File: config.mk
export PLATFORM = sky130hd
export DESIGN_NAME = phys_reg_free_list
export DESIGN_NICKNAME = d
export VERILOG_FILES = /design/src/rtl/phys_reg_free_list.sv
export SDC_FILE = /design/constraint.sdc
export NUM_CORES = 1
export LEC_CHECK = 0
export BUFFER_PORTS_ARGS = -buffer_cell sky130_fd_sc_hd__buf_2
export CAP_MARGIN = 20
export CORE_MARGIN = 10
export CORE_UTILIZATION = 60
export CTS_CLUSTER_DIAMETER = 200
export DETAILED_ROUTE_END_ITERATION = 10
export PLACE_DENSITY = 0.77
export SLEW_MARGIN = 20
export SYNTH_ARGS = -nofsm -noshare
export SYNTH_HDL_FRONTEND = slang
export SYNTH_SLANG_ARGS = --single-unit
File: constraint.sdc
create_clock -name CLK -period 4.35 [get_ports CLK]
set_input_delay 0.435 -clock CLK [delete_from_list [all_inputs] [get_ports CLK]]
set_output_delay 0.435 -clock CLK [all_outputs]
set_load 0.03 [all_outputs]
File: src/rtl/phys_reg_free_list.sv
// phys_reg_free_list: circular FIFO of free physical register tags with revert and head checkpoints
module phys_reg_free_list #(
    parameter int NUM_PHYS_REGS   = 64,
    parameter int NUM_ARCH_REGS   = 32,
    parameter int NUM_CHECKPOINTS = 4,
    localparam int PR_W   = $clog2(NUM_PHYS_REGS),
    localparam int DEPTH  = NUM_PHYS_REGS - NUM_ARCH_REGS,
    localparam int SLOT_W = $clog2(DEPTH),
    localparam int PTR_W  = SLOT_W + 1,
    localparam int CK_W   = $clog2(NUM_CHECKPOINTS)
) (
    input  logic              CLK,
    input  logic              RST,
    input  logic              dequeue_valid,
    output logic              dequeue_ready,
    output logic [PR_W-1:0]   dequeue_phys_reg_tag,
    input  logic              enqueue_valid,
    input  logic [PR_W-1:0]   enqueue_phys_reg_tag,
    input  logic              revert_valid,
    input  logic [PR_W-1:0]   revert_phys_reg_tag,
    input  logic              save_checkpoint_valid,
    input  logic [CK_W-1:0]   save_checkpoint_column,
    input  logic              restore_checkpoint_valid,
    input  logic [CK_W-1:0]   restore_checkpoint_column,
    output logic [PTR_W-1:0]  free_count,
    output logic              error
);
    logic [PR_W-1:0]  entry_q [DEPTH];
    logic [PR_W-1:0]  entry_d [DEPTH];
    logic [PTR_W-1:0] snap_q  [NUM_CHECKPOINTS];
    logic [PTR_W-1:0] snap_d  [NUM_CHECKPOINTS];
    logic [PTR_W-1:0] head_q, head_d, tail_q, tail_d, count, head_m1;
    logic             error_q, error_d, full, deq_fire, rev_fire, enq_fire;

    // Next-state: head priority restore > revert > dequeue, tail moved only by enqueue
    always_comb begin
        count    = tail_q - head_q;
        full     = count == PTR_W'(DEPTH);
        head_m1  = head_q - PTR_W'(1);
        deq_fire = dequeue_valid && count != '0 && !revert_valid && !restore_checkpoint_valid;
        rev_fire = revert_valid && !restore_checkpoint_valid && !full;
        enq_fire = enqueue_valid && !full;
        error_d  = full && (enqueue_valid || (revert_valid && !restore_checkpoint_valid));
        head_d   = restore_checkpoint_valid ? snap_q[restore_checkpoint_column] :
                   rev_fire ? head_m1 :
                   deq_fire ? head_q + PTR_W'(1) : head_q;
        tail_d   = enq_fire ? tail_q + PTR_W'(1) : tail_q;
        entry_d  = entry_q;
        if (rev_fire) entry_d[head_m1[SLOT_W-1:0]] = revert_phys_reg_tag;
        if (enq_fire) entry_d[tail_q[SLOT_W-1:0]] = enqueue_phys_reg_tag;
        snap_d   = snap_q;
        if (save_checkpoint_valid && !restore_checkpoint_valid) snap_d[save_checkpoint_column] = head_d;
    end

    // State registers; reset fills the list with the tags above the architectural range
    always_ff @(posedge CLK) begin
        if (RST) begin
            head_q  <= '0;
            tail_q  <= PTR_W'(DEPTH);
            error_q <= 1'b0;
            for (int i = 0; i < DEPTH; i++) entry_q[i] <= PR_W'(NUM_ARCH_REGS + i);
            for (int i = 0; i < NUM_CHECKPOINTS; i++) snap_q[i] <= '0;
        end else begin
            head_q  <= head_d;
            tail_q  <= tail_d;
            error_q <= error_d;
            entry_q <= entry_d;
            snap_q  <= snap_d;
        end
    end

    assign free_count           = tail_q - head_q;
    assign dequeue_ready        = free_count != '0;
    assign dequeue_phys_reg_tag = entry_q[head_q[SLOT_W-1:0]];
    assign error                = error_q;
endmodule
After elaboration in Yosys (flattened, before gate mapping)
Index checks and enable logic that the tools add are counted.

Output and inout port bits: 14. Bits in registers: 229. Input bits: 23. Logic and storage cells: 93.

Add/sub/neg operators: 4. Muxes and demuxes: 20. Reduce and logical (&&, ||, !) cells: 16. Order comparisons: 8. Bitwise gates (word level): 5. Equal/unequal tests: 1.

Operators by type and width (number): bitwise mux 192 bit (2); two-way mux 192 bit (2); demux 6 bit (select 5 bit) (2); two-way mux 6 bit (10); binary-select mux 6 bit (select 5 bit) (1); bitwise mux 24 bit (1); greater-or-equal comparator 6 bit (second input constant) (3); inverter 5 -> 6 bit (3); adder 6 x 1 -> 6 bit (second input constant) (2); binary-select mux 6 bit (select 2 bit) (1); demux 6 bit (select 2 bit) (1); < comparator 6 x 1 -> 1 bit (second input constant) (2); logical AND 1 bit (11); == test 6 bit (second input constant) (1); greater-or-equal comparator 3 bit (second input constant) (2); inverter 2 -> 3 bit (2); nonzero test 6 bit (1); subtractor 6 x 1 -> 6 bit (second input constant) (1); subtractor 6 bit (1); zero test 1 bit (3); < comparator 3 x 1 -> 1 bit (second input constant) (1); logical OR 1 bit (1).

Depth between registers and ports, before layout
Gate-level depths: netlist (run 1).

Depth in word-level cells: 10. Depth in mapped cells: 15. Gate-level depth less buffers: 11.

Least setup slack after synthesis (run 1)
No wires, ideal clock.

Kind: flip-flop to flip-flop. From: register head_q[2]. To: register entry_q[64] in the netlist's numbering. Clock period less this slack: 3.709 ns. Library setup time: 0.129 ns. Path slack: 0.641 ns. Buffers on the path: 4. Required time: 4.221 ns. Arrival: 3.580 ns. Cell stages (with the launch flop): 14. Cells stage by stage: dfxtp_1 -> buf_2 -> clkinv_1 -> buf_1 -> ha_1 -> xnor2_1 -> or3_4 -> or3_4 -> buf_6 -> buf_12 -> o21ai_4 -> mux2_2 -> mux2i_1 -> nand2_1.

Elaborated cells between the ends (all ways): 16. Classes of those cells: add/sub (2); order compare (2); eq/ne (1); mux (6); bitwise (1); reduce/logical (4).

RTL lines: from (decl) (line 32) `logic [PTR_W-1:0] head_q, head_d, tail_q, tail_d, count, head_m1;`; from (signal assigned) (line 58) `head_q <= '0;`; from (signal assigned) (line 64) `head_q <= head_d;`; subtractor 6 bit *; net free_count[2] (line 25) `output logic [PTR_W-1:0] free_count,`; == test 6 bit * (line 38) `full = count == PTR_W'(DEPTH);`; zero test 1 bit * (line 41, 42); logical AND 1 bit (line 41) `rev_fire = revert_valid && !restore_checkpoint_valid && !full;`; two-way mux 192 bit (line 49) `if (rev_fire) entry_d[head_m1[SLOT_W-1:0]] = revert_phys_reg_tag;`; bitwise mux 192 bit (line 50) `if (enq_fire) entry_d[tail_q[SLOT_W-1:0]] = enqueue_phys_reg_tag;`; two-way mux 192 bit * (line 50); to (signal assigned) (line 67) `entry_q <= entry_d;`; to (decl) (line 28) `logic [PR_W-1:0] entry_q [DEPTH];`.

Mark *: on every way through the listed nets, which the timed path passes. The rest lies on a longest branch. A chain may end at the register's enable or synchronous reset.

Worst setup path after layout (run 1)
From: register head_q[0]. To: output port dequeue_phys_reg_tag[3].

Cells in the longest elaborated chain, start to end: 4.

RTL lines: inverter 5 -> 6 bit (not written as such) (line 74) `assign dequeue_phys_reg_tag = entry_q[head_q[SLOT_W-1:0]];`; binary-select mux 6 bit (select 5 bit) (line 74); two-way mux 6 bit (not written as such) (2 in series) (line 74); to (decl) (line 16) `output logic [PR_W-1:0] dequeue_phys_reg_tag,`.

Every way passes these cells. The select of a mux whose other input is x is not followed.

==> results of run 1 <==
## registers in the layout, summed over array words and instances, names as in the netlist
| name | cells |
|---|---|
| head_q | 6 |
| snap_q | 24 |
| tail_q | 6 |
| error | 1 |
| entry_q | 192 |
## layout by cell type (no fill, tap or decap), drive strengths merged, types with 25 or more instances in the layout
cell,Yosys,final
a211oi,64,64
a21oi,54,54
a22oi,25,25
buf,43,62
clkbuf,92,38
dfxtp,229,229
mux2,29,29
mux2i,101,101
mux4,66,66
nand2,157,157
nand3,68,68
nor2,203,203
nor3,30,30
o211ai,26,26
o21ai,140,140
## worst max path at each step
stage                                start                       to  slack [ns]
floorplan             head_q[2]$_SDFF_PP0_   entry_q[64]$_SDFF_PP1_        0.64
global route          head_q[0]$_SDFF_PP0_  dequeue_phys_reg_tag[3]        0.11
CTS                   head_q[0]$_SDFF_PP0_  dequeue_phys_reg_tag[3]        0.26
global placement    tail_q[0]$_SDFFE_PP0N_  entry_q[158]$_SDFF_PP1_        0.68
finish                head_q[0]$_SDFF_PP0_  dequeue_phys_reg_tag[3]        0.24
detailed placement  tail_q[0]$_SDFFE_PP0N_  entry_q[158]$_SDFF_PP1_        0.58
## stage by stage
stage | util | instance area, um2 | hold slack, ns
2_1_floorplan | - | 13500 | 0.438
3_3_place_gp | 0.621 | 13600 | 0.449
3_5_place_dp | 0.621 | 13600 | 0.465
4_1_cts | 0.659 | 14500 | 0.323
5_1_grt | 0.659 | 14500 | 0.369
6_report | 0.659 | 14500 | 0.327
## Yosys cell counts, drive strengths merged, types with 4 or more instances
library cell,instances,area share
nand4,4,0.0019
nand2b,7,0.0033
nor2b,7,0.0033
o22ai,16,0.0074
nand3,68,0.026
a22oi,25,0.015
o31ai,9,0.0060
mux4,66,0.11
a32oi,6,0.0039
and3,7,0.0033
nand2,157,0.044
or2,4,0.0019
a31o,5,0.0033
a31oi,9,0.0042
mux2,29,0.024
mux2i,101,0.075
a311oi,19,0.012
and2,10,0.0047
a211o,8,0.0052
a21oi,54,0.021
or3,7,0.0040
ha,14,0.013
inv,20,0.0056
nor4,7,0.0033
a221oi,6,0.0039
o211ai,26,0.020
clkbuf,92,0.026
xor2,8,0.0052
xnor2,4,0.0026
o21ai,140,0.060
a211oi,64,0.036
buf,43,0.019
dfxtp,229,0.34
nor2,203,0.057
nor3,30,0.012
o311ai,4,0.0026
## power by group
group | switching, mW | internal [mW] | total [mW]
combinational | 1.48 | 0.562 | 2.04
sequential | 0.0699 | 2.19 | 2.26
clock | 0.915 | 1.27 | 2.19
## layer usage
| metal | track usage | wire length [um] | up-vias |
|---|---|---|---|
| met2 | 0.471 | 20000 | 832 |
| met5 | 0 | 27 | - |
| met1 | 0.397 | 17600 | 5941 |
| met3 | 0.0837 | 5470 | 210 |
| li1 | - | - | 5560 |
| met4 | 0.166 | 2770 | 4 |
## worst max-delay path, cell delays in order, from the launching register on
cell	delay, ns
dfxtp_4	0.35
buf_4	0.40
buf_4	0.74
mux4_2	0.65
mux4_2	0.56
nand2_1	0.10
nand2_1	0.08
buf_2	0.18
## logic make-up after synthesis
kind of cell	Yosys count	share of synthesized area
compound gates	404	0.210
xor+xnor	12	0.00781
fa+ha+maj	15	0.0145
buf+inv	156	0.0500
flops	229	0.341
mux	196	0.210
simple gates	516	0.167
## final cells by class
class                           instances  area, um2  share of cell area
Multi-Input combinational cell       1143       8210               0.567
Timing Repair Buffer                   62        403              0.0278
Antenna cell                            1       2.50            0.000173
Sequential cell                       229       4590               0.317
Clock inverter                          7       68.8             0.00476
Tap cell                              280        350              0.0242
Clock buffer                           38        767              0.0530
Inverter                               21       80.1             0.00553
==> impl_metrics.json, run 1 <==
{
  "outcome": "finished, final reports clean",
  "nFillCells": 1753,
  "avgViaCountPerCell": 7.04,
  "clkTransAtPathRegs_ns": 0.06,
  "antenna_found_initial": 3,
  "io_pins": 37,
  "worst_slew_pin_slew_ns": 0.991,
  "worstPathRequired_ns": 3.91,
  "min-delay-start": "save_checkpoint_column[1]",
  "total_power_mw": 6.49,
  "postCtsHoldBufs": 0,
  "drt-initial-drc-count": 1777,
  "cts_setup_buffers": 0,
  "grt_pass1_vias": 12100,
  "rows": 54,
  "rsz0062_at_grt": "false",
  "final_nets": 1521,
  "start_kind": "flop",
  "setup_slack_ns": 0.235,
  "io_buffers": 36,
  "core_area_um2": 22000,
  "ys_types": 71,
  "finClkSkew_ns": 0.00757,
  "drv_slew": 0,
  "drc": 0,
  "die_area_um2": 28800,
  "seq_area_frac_synth": 0.341,
  "hpwl_um": 29500,
  "synth.net_count": 1566,
  "die_y_um": 170,
  "stdcell_count": 1781,
  "cts_buffers": 26,
  "critPathArrivalTime_ns": 3.68,
  "synth-seq-cells": 229,
  "hold_path_depth": 3,
  "synth_edf_count": 0,
  "die_w_um": 170,
  "maxCapViolCount": 0,
  "r2r-start": "tail_q[0]$_SDFFE_PP0N_",
  "cts_tree": "built",
  "hold_viol": 0,
  "grt_pass1_wl_um": 70400,
  "gr-total-overflow": 0,
  "slew_headroom": 0.340,
  "crit_type": "reg2out",
  "crit_path_end_kind": "output pin",
  "r2r_cells": 12,
  "cts_max_level": 1,
  "hold_path.class": "in2reg",
  "power_density_nw_per_um2": 448,
  "fmaxAchievable_ghz": 0.243,
  "grt_max_degree": 84,
  "synthFlopType": "dfxtp_1",
  "finalSetupViolCount": 0,
  "worst-path-max-fanout": 38,
  "synthArstFlopShare": 0,
  "yosys_warnings": 0,
  "grt_usage": 0.311,
  "hold_end": "snap_q[20]$_SDFFE_PP0P_",
  "p_leak_nw": 5.56,
  "netlist_area_um2": 13500,
  "clockRootBuffer": "clkbuf_16",
  "place.gp.congestion": 1.01,
  "synthesis.instances": 1528,
  "wirelength_um": 45900,
  "fin_crit_sh": 0.946,
  "first_pass_iters": 6,
  "setup_tns_ns": 0,
  "fin_crit_ns": 4.11,
  "syn_area_per_cell_um2": 8.80,
  "preCtsSetupSlack_ns": 0.583,
  "cts_buffer_depth": 3,
  "drive_above_1_share": 0.166,
  "clkSinkCount": 229,
  "r2r_end": "entry_q[158]$_SDFF_PP1_",
  "ir_drop_uv": 438,
  "dp.cells": 1735,
  "ant_nets": 0,
  "area.growth.synth_to_final_pct": 7.57,
  "start_util": 0.613,
  "cts_resized": 0,
  "clkLatencyLatePin_ns": 0.54,
  "num_vias": 12500,
  "drt-wirelength-per-cell_um": 25.8,
  "worst-r2r-setup-slack_ns": 0.42
}
(Power assumes the default switching activity.)
==> inputs of run 2 (changes only) <==
- CORE_ASPECT_RATIO: unset -> 0.5
- PLACE_DENSITY: 0.77 -> unset
- PLACE_DENSITY_LB_ADDON: unset -> 0.3
- clock period: 4.35 -> 4.57 ns (I/O delays scaled with it)
==> run 2 against run 1 <==
Effect of this change: worst hold slack gained 0.054 ns; total power shrank 6.6%; final area shrank 0.41%; non-clock buffer count grew 4; register-to-register slack gained 0.05 ns; die area grew 1.3%; setup slack gained 0.23 ns; first-iteration DRC count grew 9.2%; critical path type is now reg2reg; largest power group unchanged.
==> impl_metrics.json, run 2 (synthesis results as in run 1) <==
{
  "outcome": "finished, final reports clean",
  "fin_crit_sh": 0.897,
  "first_pass_iters": 7,
  "regArea_um2": 4590,
  "clockRootBuffer": "clkbuf_16",
  "p_leak_nw": 5.53,
  "drt-wirelength-per-cell_um": 26.3,
  "mostFrequentLayoutCells": "227 x dfxtp_1, 201 x nor2_1, 156 x nand2_1",
  "cts_setup_buffers": 0,
  "clkTransAtPathRegs_ns": 0.07,
  "diodes": 0,
  "die_area_um2": 29200,
  "antenna_found_initial": 1,
  "cts_buffers": 22,
  "die_y_um": 126,
  "hold_viol": 0,
  "clkLatencyLatePin_ns": 0.53,
  "io_buffers": 36,
  "fmaxAchievable_ghz": 0.244,
  "min-delay-start": "save_checkpoint_column[1]",
  "cts_max_level": 1,
  "cts_tree": "built",
  "area.growth.synth_to_final_pct": 7.13,
  "power_density_nw_per_um2": 420,
  "hpwl_um": 31900,
  "core_area_um2": 21900,
  "rows": 38,
  "reg_top3": "entry_q x192, snap_q x24",
  "grtUsageMet1": 0.425,
  "grt_busiest_layer": "met2",
  "ir_drop_uv": 275,
  "drive_above_1_share": 0.168,
  "finalSetupViolCount": 0,
  "wirelength_um": 47200,
  "worst-r2r-setup-slack_ns": 0.47,
  "crit_path_end_kind": "flop",
  "critPathLaunch": "tail_q[0]$_SDFFE_PP0N_",
  "multiInputGateArea_um2": 8210,
  "drt-initial-drc-count": 1941,
  "r2r-start": "tail_q[0]$_SDFFE_PP0N_",
  "finClkSkew_ns": 0.0175,
  "cts_buffer_depth": 3,
  "io_pins": 37,
  "start_util": 0.615,
  "worst_slew_pin_slew_ns": 1.13,
  "hold_path.class": "in2reg",
  "rsz0062_at_grt": "false",
  "postCtsHoldBufs": 0,
  "grt.met2_usage": 0.430,
  "total_power_mw": 6.06,
  "maxCapViolCount": 0,
  "cts_resized": 0,
  "worst-path-max-fanout": 16,
  "nFillCells": 1822,
  "gr-total-overflow": 0,
  "critPathArrivalTime_ns": 4.53,
  "grt_pass1_vias": 12100,
  "die_w_um": 232,
  "grt_usage": 0.311,
  "crit_type": "reg2reg",
  "drv_slew": 0,
  "avgViaCountPerCell": 7.24,
  "grt_pass1_wl_um": 72200,
  "final_nets": 1521,
  "num_vias": 13000,
  "fin_crit_ns": 4.10,
  "setup_tns_ns": 0,
  "drc": 0,
  "slew_headroom": 0.244,
  "place.gp.congestion": 1.03,
  "start_kind": "flop",
  "use_met3": 0.132,
  "worstPathRequired_ns": 5.00,
  "ant_nets": 0,
  "final_common_cell": "dfxtp_1",
  "regMostFlops": "entry_q",
  "grt_max_degree": 74,
  "clkSinkCount": 229,
  "largest_register_ffs": 192
}
## run 2: final cells by class
class | instances | share of cell area
timing repair buffer | 66 | 0.0283
sequential | 229 | 0.318
tap | 300 | 0.0260
inverter | 21 | 0.00556
clock inverter | 10 | 0.00799
multi-input combinational | 1143 | 0.570
clock buffer | 28 | 0.0440
## run 2: path summary, 6_finish.rpt
| kind | to | cells after the start |
|---|---|---|
| hold reg to reg | snap_q[1]$_SDFFE_PP0P_ | 2 |
| setup reg to reg | entry_q[155]$_SDFF_PP1_ | 12 |
| setup / recovery | entry_q[155]$_SDFF_PP1_ | 12 |
| hold / removal | snap_q[20]$_SDFFE_PP0P_ | 3 |
## run 2: critical path, cell delays in order, from the launching register on
cell and delay, ns:
dfxtp_1 0.38, inv_1 0.13, ha_1 0.24, fa_1 0.40
nand2b_1 0.16, a21oi_1 0.18, xor2_1 0.37, nor3_4 0.07
buf_4 0.23, a21oi_1 0.89, nand2_1 0.52, and3_1 0.30
o21ai_0 0.14
## run 2: report_power, final
part,total (mW),switching (mW),leakage [nW],internal [mW]
clock,1.95,0.851,0.373,1.10
sequential,2.15,0.0646,1.86,2.08
combinational,1.96,1.41,3.30,0.548
total,6.06,2.33,5.53,3.73
## run 2: stage by stage
| stage | cell area [um2] | util | hold WS (ns) | worst slack, ns | cells |
|---|---|---|---|---|---|
| 6_report | 14400 | 0.659 | 0.380 | 0.470 | 1797 |
| 5_1_grt | 14400 | 0.659 | 0.417 | 0.310 | 1797 |
| 4_1_cts | 14400 | 0.659 | 0.368 | 0.519 | 1797 |
| 3_5_place_dp | 13700 | 0.625 | 0.469 | 0.700 | 1759 |
| 3_3_place_gp | 13700 | 0.625 | 0.451 | 0.695 | 1759 |
| 2_1_floorplan | 13500 | - | 0.438 | 0.861 | 1528 |
## run 2: routing by layer
layer / vias to the layer above / wire, um
li1: 5556 / -
met2: 1039 / 19200
met1: 6242 / 18800
met3: 172 / 7470
met4: 4 / 1680
met5: - / 45
==> inputs of run 3 (changes only) <==
- PLACE_DENSITY_LB_ADDON: 0.3 -> 0.05
==> run 3 against run 2 <==
Effect of this change: clock-buffer cell count increased by 7; die area is the same; highest routed layer is now met4; worst hold slack worse by 0.017 ns; maximum frequency up 3.6%; via count fell by 2.8%.
==> impl_metrics.json, run 3 (synthesis results as in run 1) <==
{
  "clockRootBuffer": "clkbuf_16",
  "cts_tree": "built",
  "ir_drop_uv": 260,
  "core_area_um2": 21900,
  "cts_resized": 0,
  "drc": 0,
  "place.gp.congestion": 1.05,
  "largest_register_ffs": 192,
  "grt_pass1_vias": 11800,
  "worstPathRequired_ns": 5.00,
  "total_power_mw": 6.03,
  "crit_family": "compound AO/OA/AOI/OAI gates",
  "reg_top3": "entry_q x192, snap_q x24",
  "avgViaCountPerCell": 7.04,
  "critPathLaunch": "head_q[2]$_SDFF_PP0_",
  "gr-total-overflow": 0,
  "slowest_delay_ns": 0.57,
  "area.growth.synth_to_final_pct": 7.15,
  "start_kind": "flop",
  "preCtsSetupSlack_ns": 0.705,
  "p_leak_nw": 5.52,
  "finClkSkew_ns": 0.0140,
  "antenna_found_initial": 1,
  "fin_crit_ns": 3.96,
  "setup_tns_ns": 0,
  "fmaxAchievable_ghz": 0.253,
  "nFillCells": 1806,
  "crit_path_end_kind": "flop",
  "crit_chain": "clkinv_1 -> ha_1 -> o21ai_0 -> a21oi_1 -> o41ai_1 -> nor2_4 -> inv_2 -> nand2_2 -> buf_4 -> and3_1 -> mux2i_1 -> a211oi_1",
  "postCtsHoldBufs": 0,
  "first_pass_iters": 8,
  "rsz0062_at_grt": "false",
  "outcome": "finished, final reports clean",
  "crit_type": "reg2reg",
  "clkSinkCount": 229,
  "drive_above_1_share": 0.165,
  "drv_slew": 0,
  "die_y_um": 126,
  "final_nets": 1518,
  "clkTransAtPathRegs_ns": 0.07,
  "grt_usage": 0.305,
  "rows": 38,
  "io_buffers": 36,
  "hold_path.class": "in2reg",
  "holdWs_ns": 0.364,
  "mostFrequentLayoutCells": "227 x dfxtp_1, 201 x nor2_1, 156 x nand2_1",
  "clkLatencyLatePin_ns": 0.53,
  "ant_nets": 0,
  "final_common_cell": "dfxtp_1",
  "io_pins": 37,
  "diodes": 0,
  "path_buf_inv": 3,
  "final_area_um2": 14400,
  "cts_setup_buffers": 0,
  "slew_headroom": 0.309,
  "slowest_stage": "dfxtp_1",
  "maxCapViolCount": 0,
  "grt_pass1_wl_um": 70600,
  "cts_buffers": 22,
  "cts_buffer_depth": 3,
  "r2r-start": "head_q[2]$_SDFF_PP0_",
  "wirelength_um": 45900,
  "hpwl_um": 31000,
  "drt-wirelength-per-cell_um": 25.6,
  "die_w_um": 232,
  "cts_max_level": 1,
  "drt-initial-drc-count": 2130,
  "start_util": 0.615,
  "regMostFlops": "entry_q",
  "hold_viol": 0,
  "num_vias": 12600,
  "worst_slew_pin_slew_ns": 1.04,
  "setup_slack_ns": 0.613,
  "critPathArrivalTime_ns": 4.39,
  "die_area_um2": 29200,
  "post_dp_cell_area_um2": 13700,
  "finalSetupViolCount": 0,
  "power_density_nw_per_um2": 418,
  "min-delay-start": "save_checkpoint_column[0]",
  "worst-path-max-fanout": 25,
  "grt_max_degree": 71,
  "fin_crit_sh": 0.866
}
==> run 3: changes by cell type in the layout (fill, tap and decap cells not counted), sizes merged <==
cell / delta
clkinvlp: +1
buf: -3
bufinv: -1
clkbuf: +7
clkinv: -5
==> run 3: final timing paths <==
path	end	cells past startpoint	slack (ns)
setup reg to reg	entry_q[142]$_SDFF_PP0_	12	0.61
setup / recovery	entry_q[142]$_SDFF_PP0_	12	0.61
hold reg to reg	snap_q[19]$_SDFFE_PP0P_	2	0.48
hold / removal	snap_q[20]$_SDFFE_PP0P_	3	0.36
==> run 3: through the flow <==
step                      utilization  cells
after CTS                       0.659   1796
after global routing            0.659   1796
after detailed placement        0.624   1756
after floorplan                     -   1528
after global placement          0.624   1756
final                           0.659   1796
==> run 3: cell type report <==
cell class | instances | area, um2 | area share
clock buffers | 35 | 701 | 0.0486
clock inverters | 5 | 61.3 | 0.00425
inverters | 21 | 80.1 | 0.00556
multi-input cells | 1143 | 8210 | 0.570
flip-flops and latches | 229 | 4590 | 0.318
well taps | 300 | 375 | 0.0260
repair buffers | 63 | 398 | 0.0276
==> run 3: where the power goes <==
group	switching [mW]	internal [mW]	leakage [nW]	total, mW
combinational	1.38	0.536	3.29	1.92
clock	0.838	1.11	0.370	1.95
sequential	0.0728	2.08	1.86	2.15
total	2.29	3.73	5.52	6.03
==> run 3: layer usage <==
layer	vias up	GRT usage	wire [um]
li1	5540	-	-
met3	137	0.102	7190
met1	6028	0.430	18400
met4	0	0.0971	1610
met5	-	0	0
met2	938	0.429	18700
==> run 3: worst register-to-register path: cells and delay by family (launching register included) <==
| kind | cells | cell delay [ns] |
|---|---|---|
| muxes | 1 | 0.16 |
| AOI/OAI and AO/OA | 4 | 1.14 |
| buffers and inverters | 3 | 0.84 |
| and+or+nand+nor | 3 | 0.79 |
| DFF | 1 | 0.57 |
| adders and majority gates | 1 | 0.38 |
